===== config.mk =====
export PLATFORM = sky130hd
export DESIGN_NAME = uart
export DESIGN_NICKNAME = d
export VERILOG_FILES = /design/src/rtl/uart_pkg.sv /design/src/rtl/uart_tx.sv /design/src/rtl/uart.sv
export SDC_FILE = /design/constraint.sdc
export NUM_CORES = 1
export LEC_CHECK = 0
export ABC_AREA = 1
export BUFFER_PORTS_ARGS = -buffer_cell sky130_fd_sc_hd__buf_2
export CORE_ASPECT_RATIO = 0.6
export CORE_MARGIN = 5
export CORE_UTILIZATION = 62
export DETAILED_ROUTE_END_ITERATION = 6
export GPL_TIMING_DRIVEN = 1
export PLACE_DENSITY = 0.79
export SYNTH_ARGS = -nofsm -noshare
export SYNTH_HDL_FRONTEND = slang
export SYNTH_HIERARCHICAL = 1
export SYNTH_SLANG_ARGS = --single-unit
export TNS_END_PERCENT = 100

===== constraint.sdc =====
create_clock -name clk -period 2.3 [get_ports clk]
set_clock_uncertainty 0.1 [all_clocks]
set_input_delay 0.575 -clock clk [delete_from_list [all_inputs] [get_ports clk]]
set_output_delay 0.575 -clock clk [all_outputs]
set_load 0.01 [all_outputs]

===== src/rtl/uart_pkg.sv =====
// Shared definitions for the UART: FSM state encoding used by both the
// receiver and the transmitter, and the clocks-per-bit calculation.
package uart_pkg;

  typedef enum logic [1:0] {
    IDLE  = 2'd0,
    START = 2'd1,
    DATA  = 2'd2,
    STOP  = 2'd3
  } uart_state_e;

  // Integer-truncated number of clock cycles per serial bit
  function automatic int clksPerBit(input int fMHz, input int fBaud);
    return (fMHz * 1000000) / fBaud;
  endfunction

endpackage


===== src/rtl/uart_tx.sv =====
// UART transmitter: sends start bit, n data bits LSB first, stop bit.
// send_req marks the first cycle of the start bit and send_ack the last
// cycle of the stop bit; idle_o tells the owner a new byte may be started.
module uart_tx
  import uart_pkg::*;
#(
  parameter int n            = 8,
  parameter int CLKS_PER_BIT = 434
) (
  input  logic         clk_i,
  input  logic         rst_i,
  input  logic         start_i,
  input  logic [n-1:0] data_i,
  output logic         tx_o,
  output logic         idle_o,
  output logic         sendReq_o,
  output logic         sendAck_o
);

  localparam int CW = $clog2(CLKS_PER_BIT + 1);
  localparam int BW = (n > 1) ? $clog2(n) : 1;
  localparam logic [CW-1:0] CNT_LAST = CW'(CLKS_PER_BIT - 1);
  localparam logic [BW-1:0] BIT_LAST = BW'(n - 1);

  uart_state_e   state_q, state_d;
  logic [CW-1:0] cnt_q, cnt_d;
  logic [BW-1:0] bitIdx_q, bitIdx_d;
  logic [n-1:0]  shift_q, shift_d;

  // State, bit timer, bit index and shift register; reset aborts any frame
  always_ff @(posedge clk_i or posedge rst_i) begin
    if (rst_i) begin
      state_q  <= IDLE;
      cnt_q    <= '0;
      bitIdx_q <= '0;
      shift_q  <= '0;
    end else begin
      state_q  <= state_d;
      cnt_q    <= cnt_d;
      bitIdx_q <= bitIdx_d;
      shift_q  <= shift_d;
    end
  end

  // Next-state logic: each frame slot lasts exactly CLKS_PER_BIT cycles
  always_comb begin
    state_d  = state_q;
    cnt_d    = cnt_q;
    bitIdx_d = bitIdx_q;
    shift_d  = shift_q;
    unique case (state_q)
      IDLE: begin
        if (start_i) begin
          state_d = START;
          cnt_d   = '0;
          shift_d = data_i;
        end
      end
      START: begin
        if (cnt_q == CNT_LAST) begin
          state_d  = DATA;
          cnt_d    = '0;
          bitIdx_d = '0;
        end else begin
          cnt_d = cnt_q + CW'(1);
        end
      end
      DATA: begin
        if (cnt_q == CNT_LAST) begin
          cnt_d   = '0;
          shift_d = shift_q >> 1;
          if (bitIdx_q == BIT_LAST) begin
            state_d = STOP;
          end else begin
            bitIdx_d = bitIdx_q + BW'(1);
          end
        end else begin
          cnt_d = cnt_q + CW'(1);
        end
      end
      STOP: begin
        if (cnt_q == CNT_LAST) begin
          state_d = IDLE;
          cnt_d   = '0;
        end else begin
          cnt_d = cnt_q + CW'(1);
        end
      end
      default: ;
    endcase
  end

  assign tx_o      = (state_q == START) ? 1'b0 :
                     (state_q == DATA)  ? shift_q[0] : 1'b1;
  assign idle_o    = (state_q == IDLE);
  assign sendReq_o = (state_q == START) && (cnt_q == '0);
  assign sendAck_o = (state_q == STOP) && (cnt_q == CNT_LAST);

endmodule


===== src/rtl/uart.sv =====
// UART loopback top: inline receiver and one-byte pending slot feeding the
// uart_tx transmitter. Every correctly framed byte is echoed on TX.
// Optional build macro UART_RX_SYNC_EN inserts a two-flop RX synchronizer.
// Note: rst_n is an active-high asynchronous reset despite its name.
module uart
  import uart_pkg::*;
#(
  parameter int n      = 8,
  parameter int f_MHz  = 50,
  parameter int f_baud = 115200
) (
  input  logic clk,
  input  logic rst_n,
  input  logic RX,
  output logic recv_req,
  output logic send_req,
  output logic TX,
  output logic send_ack
);

  localparam int CPB = clksPerBit(f_MHz, f_baud);
  localparam int CW  = $clog2(CPB + 1);
  localparam int BW  = (n > 1) ? $clog2(n) : 1;
  localparam logic [CW-1:0] CNT_LAST  = CW'(CPB - 1);
  localparam logic [CW-1:0] HALF_LAST = CW'(CPB / 2 - 1);
  localparam logic [BW-1:0] BIT_LAST  = BW'(n - 1);

  logic rxS;

`ifdef UART_RX_SYNC_EN
  logic [1:0] rxSync_q;

  // Two-flop synchronizer, resets to the idle line level
  always_ff @(posedge clk or posedge rst_n) begin
    if (rst_n) rxSync_q <= 2'b11;
    else       rxSync_q <= {rxSync_q[0], RX};
  end

  assign rxS = rxSync_q[1];
`else
  assign rxS = RX;
`endif

  uart_state_e   rxState_q, rxState_d;
  logic [CW-1:0] rxCnt_q, rxCnt_d;
  logic [BW-1:0] rxBit_q, rxBit_d;
  logic [n-1:0]  rxShift_q, rxShift_d;
  logic          rxErr_q, rxErr_d;
  logic          accept;
  logic          recvReq_q;
  logic          pendValid_q, pendValid_d;
  logic [n-1:0]  pendData_q, pendData_d;
  logic          txIdle;
  logic          take;

  // Receiver state, pending slot and the registered recv_req pulse
  always_ff @(posedge clk or posedge rst_n) begin
    if (rst_n) begin
      rxState_q   <= IDLE;
      rxCnt_q     <= '0;
      rxBit_q     <= '0;
      rxShift_q   <= '0;
      rxErr_q     <= 1'b0;
      recvReq_q   <= 1'b0;
      pendValid_q <= 1'b0;
      pendData_q  <= '0;
    end else begin
      rxState_q   <= rxState_d;
      rxCnt_q     <= rxCnt_d;
      rxBit_q     <= rxBit_d;
      rxShift_q   <= rxShift_d;
      rxErr_q     <= rxErr_d;
      recvReq_q   <= accept;
      pendValid_q <= pendValid_d;
      pendData_q  <= pendData_d;
    end
  end

  // Receiver: confirm start at half a bit, then sample each bit centre;
  // a low stop bit discards the byte and waits for the line to go idle
  always_comb begin
    rxState_d = rxState_q;
    rxCnt_d   = rxCnt_q;
    rxBit_d   = rxBit_q;
    rxShift_d = rxShift_q;
    rxErr_d   = rxErr_q;
    accept    = 1'b0;
    unique case (rxState_q)
      IDLE: begin
        if (!rxS) begin
          rxState_d = START;
          rxCnt_d   = '0;
        end
      end
      START: begin
        if (rxCnt_q == HALF_LAST) begin
          rxCnt_d   = '0;
          rxBit_d   = '0;
          rxState_d = rxS ? IDLE : DATA;
        end else begin
          rxCnt_d = rxCnt_q + CW'(1);
        end
      end
      DATA: begin
        if (rxCnt_q == CNT_LAST) begin
          rxCnt_d   = '0;
          rxShift_d = {rxS, rxShift_q[n-1:1]};
          if (rxBit_q == BIT_LAST) begin
            rxState_d = STOP;
          end else begin
            rxBit_d = rxBit_q + BW'(1);
          end
        end else begin
          rxCnt_d = rxCnt_q + CW'(1);
        end
      end
      STOP: begin
        if (rxErr_q) begin
          if (rxS) begin
            rxState_d = IDLE;
            rxErr_d   = 1'b0;
          end
        end else if (rxCnt_q == CNT_LAST) begin
          rxCnt_d = '0;
          if (rxS) begin
            accept    = 1'b1;
            rxState_d = IDLE;
          end else begin
            rxErr_d = 1'b1;
          end
        end else begin
          rxCnt_d = rxCnt_q + CW'(1);
        end
      end
      default: ;
    endcase
  end

  assign take = pendValid_q & txIdle;

  // Pending slot: emptied when the transmitter picks it up, filled by an
  // accepted byte unless still occupied (then the new byte is dropped)
  always_comb begin
    pendValid_d = pendValid_q;
    pendData_d  = pendData_q;
    if (take) pendValid_d = 1'b0;
    if (accept && (!pendValid_q || take)) begin
      pendValid_d = 1'b1;
      pendData_d  = rxShift_q;
    end
  end

  assign recv_req = recvReq_q;

  uart_tx #(
    .n            (n),
    .CLKS_PER_BIT (CPB)
  ) u_tx (
    .clk_i     (clk),
    .rst_i     (rst_n),
    .start_i   (pendValid_q),
    .data_i    (pendData_q),
    .tx_o      (TX),
    .idle_o    (txIdle),
    .sendReq_o (send_req),
    .sendAck_o (send_ack)
  );

endmodule


# Word-level counts from Yosys, hierarchy flattened
# Index checks and enable logic that the tools add are counted.
[totals]
reg_bits = 55
in_bits = 3
output_inout_bits = 4
elab_cells = 106
[op_classes]
add_sub_neg = 4
n_eq_ne = 24
n_mux = 45
bitwise = 1
n_reduce_logical = 20
[ops]
columns = ["operator", "n"]
rows = [
  ["$mux W9", 6],
  ["$pmux W9 S4", 1],
  ["$mux W2", 13],
  ["$add A9 B1 Y9 const B", 2],
  ["$eq A9 B9 Y1 const B", 2],
  ["$mux W3", 6],
  ["$pmux W9 S2", 1],
  ["$mux W8", 2],
  ["$ne A2 B2 Y1 const B", 8],
  ["$pmux W2 S4", 2],
  ["$pmux W8 S2", 1],
  ["$pmux W3 S2", 2],
  ["$mux W1", 11],
  ["$reduce_and A5 Y1", 2],
  ["$eq A9 B8 Y1 const B", 1],
  ["$logic_not A9 Y1", 1],
  ["$eq A2 B2 Y1 const B", 4],
  ["$ne A2 B1 Y1 const B", 4],
  ["$reduce_and A4 Y1", 2],
  ["$reduce_bool A2 Y1", 4],
  ["$add A3 B1 Y3 const B", 2],
  ["$eq A3 B3 Y1 const B", 2],
  ["$eq A2 B1 Y1 const B", 2],
  ["$logic_not A2 Y1", 2],
  ["8 further kinds", 11],
]

# Longest topological paths before layout
[depth]
ltp_word = 6
depth_mapped = 11
mapped_depth_nobuf = 11

# Cells and area by module
# The synthesis kept the hierarchy.
[by_module_without_submodules]
columns = ["mod", "n_inst", "cells_per_inst", "area_each_um2", "seq_area_each_um2"]
rows = [
  ["uart", 1, 203, 1699.1, 825.8],
  ["uart_tx", 1, 161, 1383.8, 550.5],
]

# Worst setup path before layout
# OpenSTA, ideal clock, no wires.
[synth_path]
path_kind = "register to output"
start = "register u_tx.cnt_q[1]"
end = "output port send_ack"
arrival_time_ps = 1102
t_required_ps = 1625
slack_ps = 523
path_stages_with_launch = 7
n_path_buf = 0
path_cell_list = "dfrtp_1 > inv_1 > ha_1 > nand2_1 > nor2_2 > nand2_4 > nor2_1"
[synth_between]
elab_chain_cells = 2
[synth_lines]
columns = ["item", "line_no", "text"]
rows = [
  ["start: declaration", "uart_tx.sv:26", "logic [CW-1:0] cnt_q, cnt_d;"],
  ["start signal: assignment", "uart_tx.sv:39", "cnt_q <= cnt_d;"],
  ["$eq A9 B9 Y1", "uart_tx.sv:97", "assign sendAck_o = (state_q == STOP) && (cnt_q == CNT_LAST);"],
  ["$logic_and A1 B1 Y1", "uart_tx.sv:97", ""],
  ["end: declaration", "uart.sv:18", "output logic send_ack"],
]
# Every way passes these cells.

# Worst setup path in the final report
[layout_path]
start = "register u_tx.cnt_q[0]"
end = "output port send_req"
[layout_between]
elab_chain_cells = 2
[layout_lines]
columns = ["item", "line_no", "text"]
rows = [
  ["$logic_not A9 Y1", "uart_tx.sv:96", "assign sendReq_o = (state_q == START) && (cnt_q == '0);"],
  ["$logic_and A1 B1 Y1", "uart_tx.sv:96", ""],
  ["end: declaration", "uart.sv:16", "output logic send_req,"],
]
# Every way passes these cells.

==> impl_metrics.tcl <==
set metrics [dict create \
    finalSetupViolCount 0 \
    rsz0062_at_grt "false" \
    viasPerCell 5.38 \
    synth-edff-count 0 \
    syn_area_um2 3080 \
    antenna_cells 0 \
    die_area_um2 6530 \
    initial_core_util 0.658 \
    ys_warn_count 6 \
    cts_buffers 5 \
    ys_seq_elements 55 \
    hpwl_um 4290 \
    post-route-min-period_ps 2180 \
    yosysTopAreaCell "dfrtp_1" \
    critPathKind "flop to primary output" \
    ys_types 32 \
    wl_per_cell_um 13.2 \
    arrival_ps 1500 \
    io_pins 7 \
    die_h_um 64.6 \
    drc_errors 0 \
    fmax_mhz 459 \
    grt_pass1_wl_um 10400 \
    area_growth_pct 5.56 \
    fillCellCount 382 \
    cts_hold_buf 0 \
    endpoint_kind "primary output" \
    period_share 0.948 \
    grt_max_degree 34 \
    fin_tns_setup_ps 0 \
    synth_ff_type "dfrtp_1" \
    vias 2363 \
    clock-root-buffer "clkbuf_8" \
    nets 393 \
    p_total_uw 2080 \
    startpoint_type "flop" \
    multi_input_area_um2 1480 \
    clk_pin_slew_ps 90 \
    portBuffers 6 \
    syn_inst 364 \
    cts_sinks 55 \
    async_reset_ff_frac 1.00 \
    crit_fanout 4 \
    antenna_left 0 \
    finalInstanceArea_um2 3250 \
    tightest_slew_ps 426 \
    dr.pass1.iters 5 \
    first_global_vias 2244 \
    synth.most_common_cell "nand2_1" \
    cts_tree "done" \
    drt_iter0_markers 160 \
    track_usage 0.197 \
    antenna_found_initial 0 \
    cp.required_ps 1620 \
    max_cap_violations 0 \
    placementRows 19 \
    relSlewSlack 0.716 \
    wl_um 5790 \
    placed_cell_area_um2 3160 \
    htreeDepth 2 \
    status "completed" \
    gp_congestion 0.886 \
    synth_area_per_cell_um2 8.47 \
    hold_violations 0 \
    slew_viol_final 0 \
    synth_nets 382 \
    core_um2 4680 \
    worstHoldPathType "primary input to asynchronous set/reset pin" \
    synth_commonest_cells "101 x nand2_1, 55 x dfrtp_1, 38 x inv_1, 28 x nand3_1, 20 x nor2_1" \
    ir_drop_uv 369 \
    die_x_um 101 \
    p_leak_uw 0.00160 \
    ys_seq_area_frac 0.446 \
    synth_area_leaders "dfrtp_1 45%, nand2_1 12%, ha_1 6.1%, inv_1 4.6%, nand3_1 4.5%" \
    clk_path_buf_depth 2 \
    regArea_um2 1380 \
    gr-total-overflow 0 \
    timing.rr.start "u_tx/state_q[0]" \
    worstSetupStartpoint "u_tx/cnt_q[0]" \
    yosysTopAreaCellShare 0.446 \
    drive_above_1_share 0.186 \
    power.density_nw_per_um2 640 \
    clock_latency_ps 300 \
]
-- sequential cells by signal (all words and copies together) (netlist names), named ones only --
register,flops
pendData_q,8
pendValid_q,1
recv_req,1
rxBit_q,3
rxCnt_q,9
rxErr_q,1
rxShift_q,8
rxState_q,1
u_tx/bitIdx_q,3
u_tx/cnt_q,9
u_tx/shift_q,8
u_tx/state_q,2
-- worst max-delay path: stages (launching register included) --
cell	delay [ps]
dfrtp_1	430
inv_1	160
ha_1	190
nand4_1	100
nor4_1	160
buf_2	170
-- timing repair --
item                       4_1_cts  5_1_grt
resized for setup                0        2
setup endpoints to repair        0        1
buffers inserted                 0        1
-- where the power goes --
part	leakage [µW]	total [µW]	switching [µW]	internal, µW
clock	0.0000422	515	300	215
combinational	0.000815	461	317	143
sequential	0.000741	1110	81.6	1020
-- cell usage in the layout (no fill, tap or decap), types with 8 or more instances in the layout --
cell       n
nor2_1    20
ha_1      14
o21ai_2   15
nand2_1  101
o21ai_0   17
inv_2      8
inv_1     37
nand3_1   28
o21ai_1    8
dfrtp_1   55
-- metrics by stage --
stage | instances | worst slack, ps | hold WS (ps) | util
final | 439 | 120 | 204 | 0.695
after global routing | 439 | 3.82 | 227 | 0.695
after CTS | 438 | 37.8 | 205 | 0.693
after detailed placement | 430 | 395 | 373 | 0.675
after global placement | 430 | 449 | 363 | 0.675
after floorplan | 364 | 523 | 341 | -
-- routing by layer --
| layer | vias to the layer above | track usage | part of all wire |
|---|---|---|---|
| met3 | 7 | 0.0418 | 0.054 |
| met5 | - | 0 | 0 |
| met2 | 60 | 0.293 | 0.43 |
| li1 | 1185 | - | - |
| met4 | 0 | 0.0531 | 0.0097 |
| met1 | 1111 | 0.294 | 0.51 |
-- kinds of logic after synthesis --
group	share of synthesized area
and+or+nand+nor	0.295
DFF	0.446
buffers and inverters	0.0731
AOI/OAI and AO/OA	0.0938
adders and majority gates	0.0609
muxes	0.0227
xor gates and xnor gates	0.00852
-- worst paths after layout --
check	endpoint	slack, ps	depth (start not counted)
min in group clk	pendData_q[3]	390	2
worst min-delay path	u_tx/cnt_q[4]	200	3
max in group asynchronous	rxShift_q[3]	1540	3
worst min register to register	pendData_q[3]	390	2
worst max-delay path	send_req	120	5
worst max register to register	u_tx/shift_q[3]	380	8
-- area by class of cell --
class,instances,share of cell area
Inverter,46,0.0534
Multi-Input combinational cell,257,0.456
Sequential cell,55,0.423
Clock buffer,7,0.0235
Clock inverter,1,0.00154
Tap cell,63,0.0242
Timing Repair Buffer,10,0.0185
Note: power is estimated with default switching activity, not from simulation.
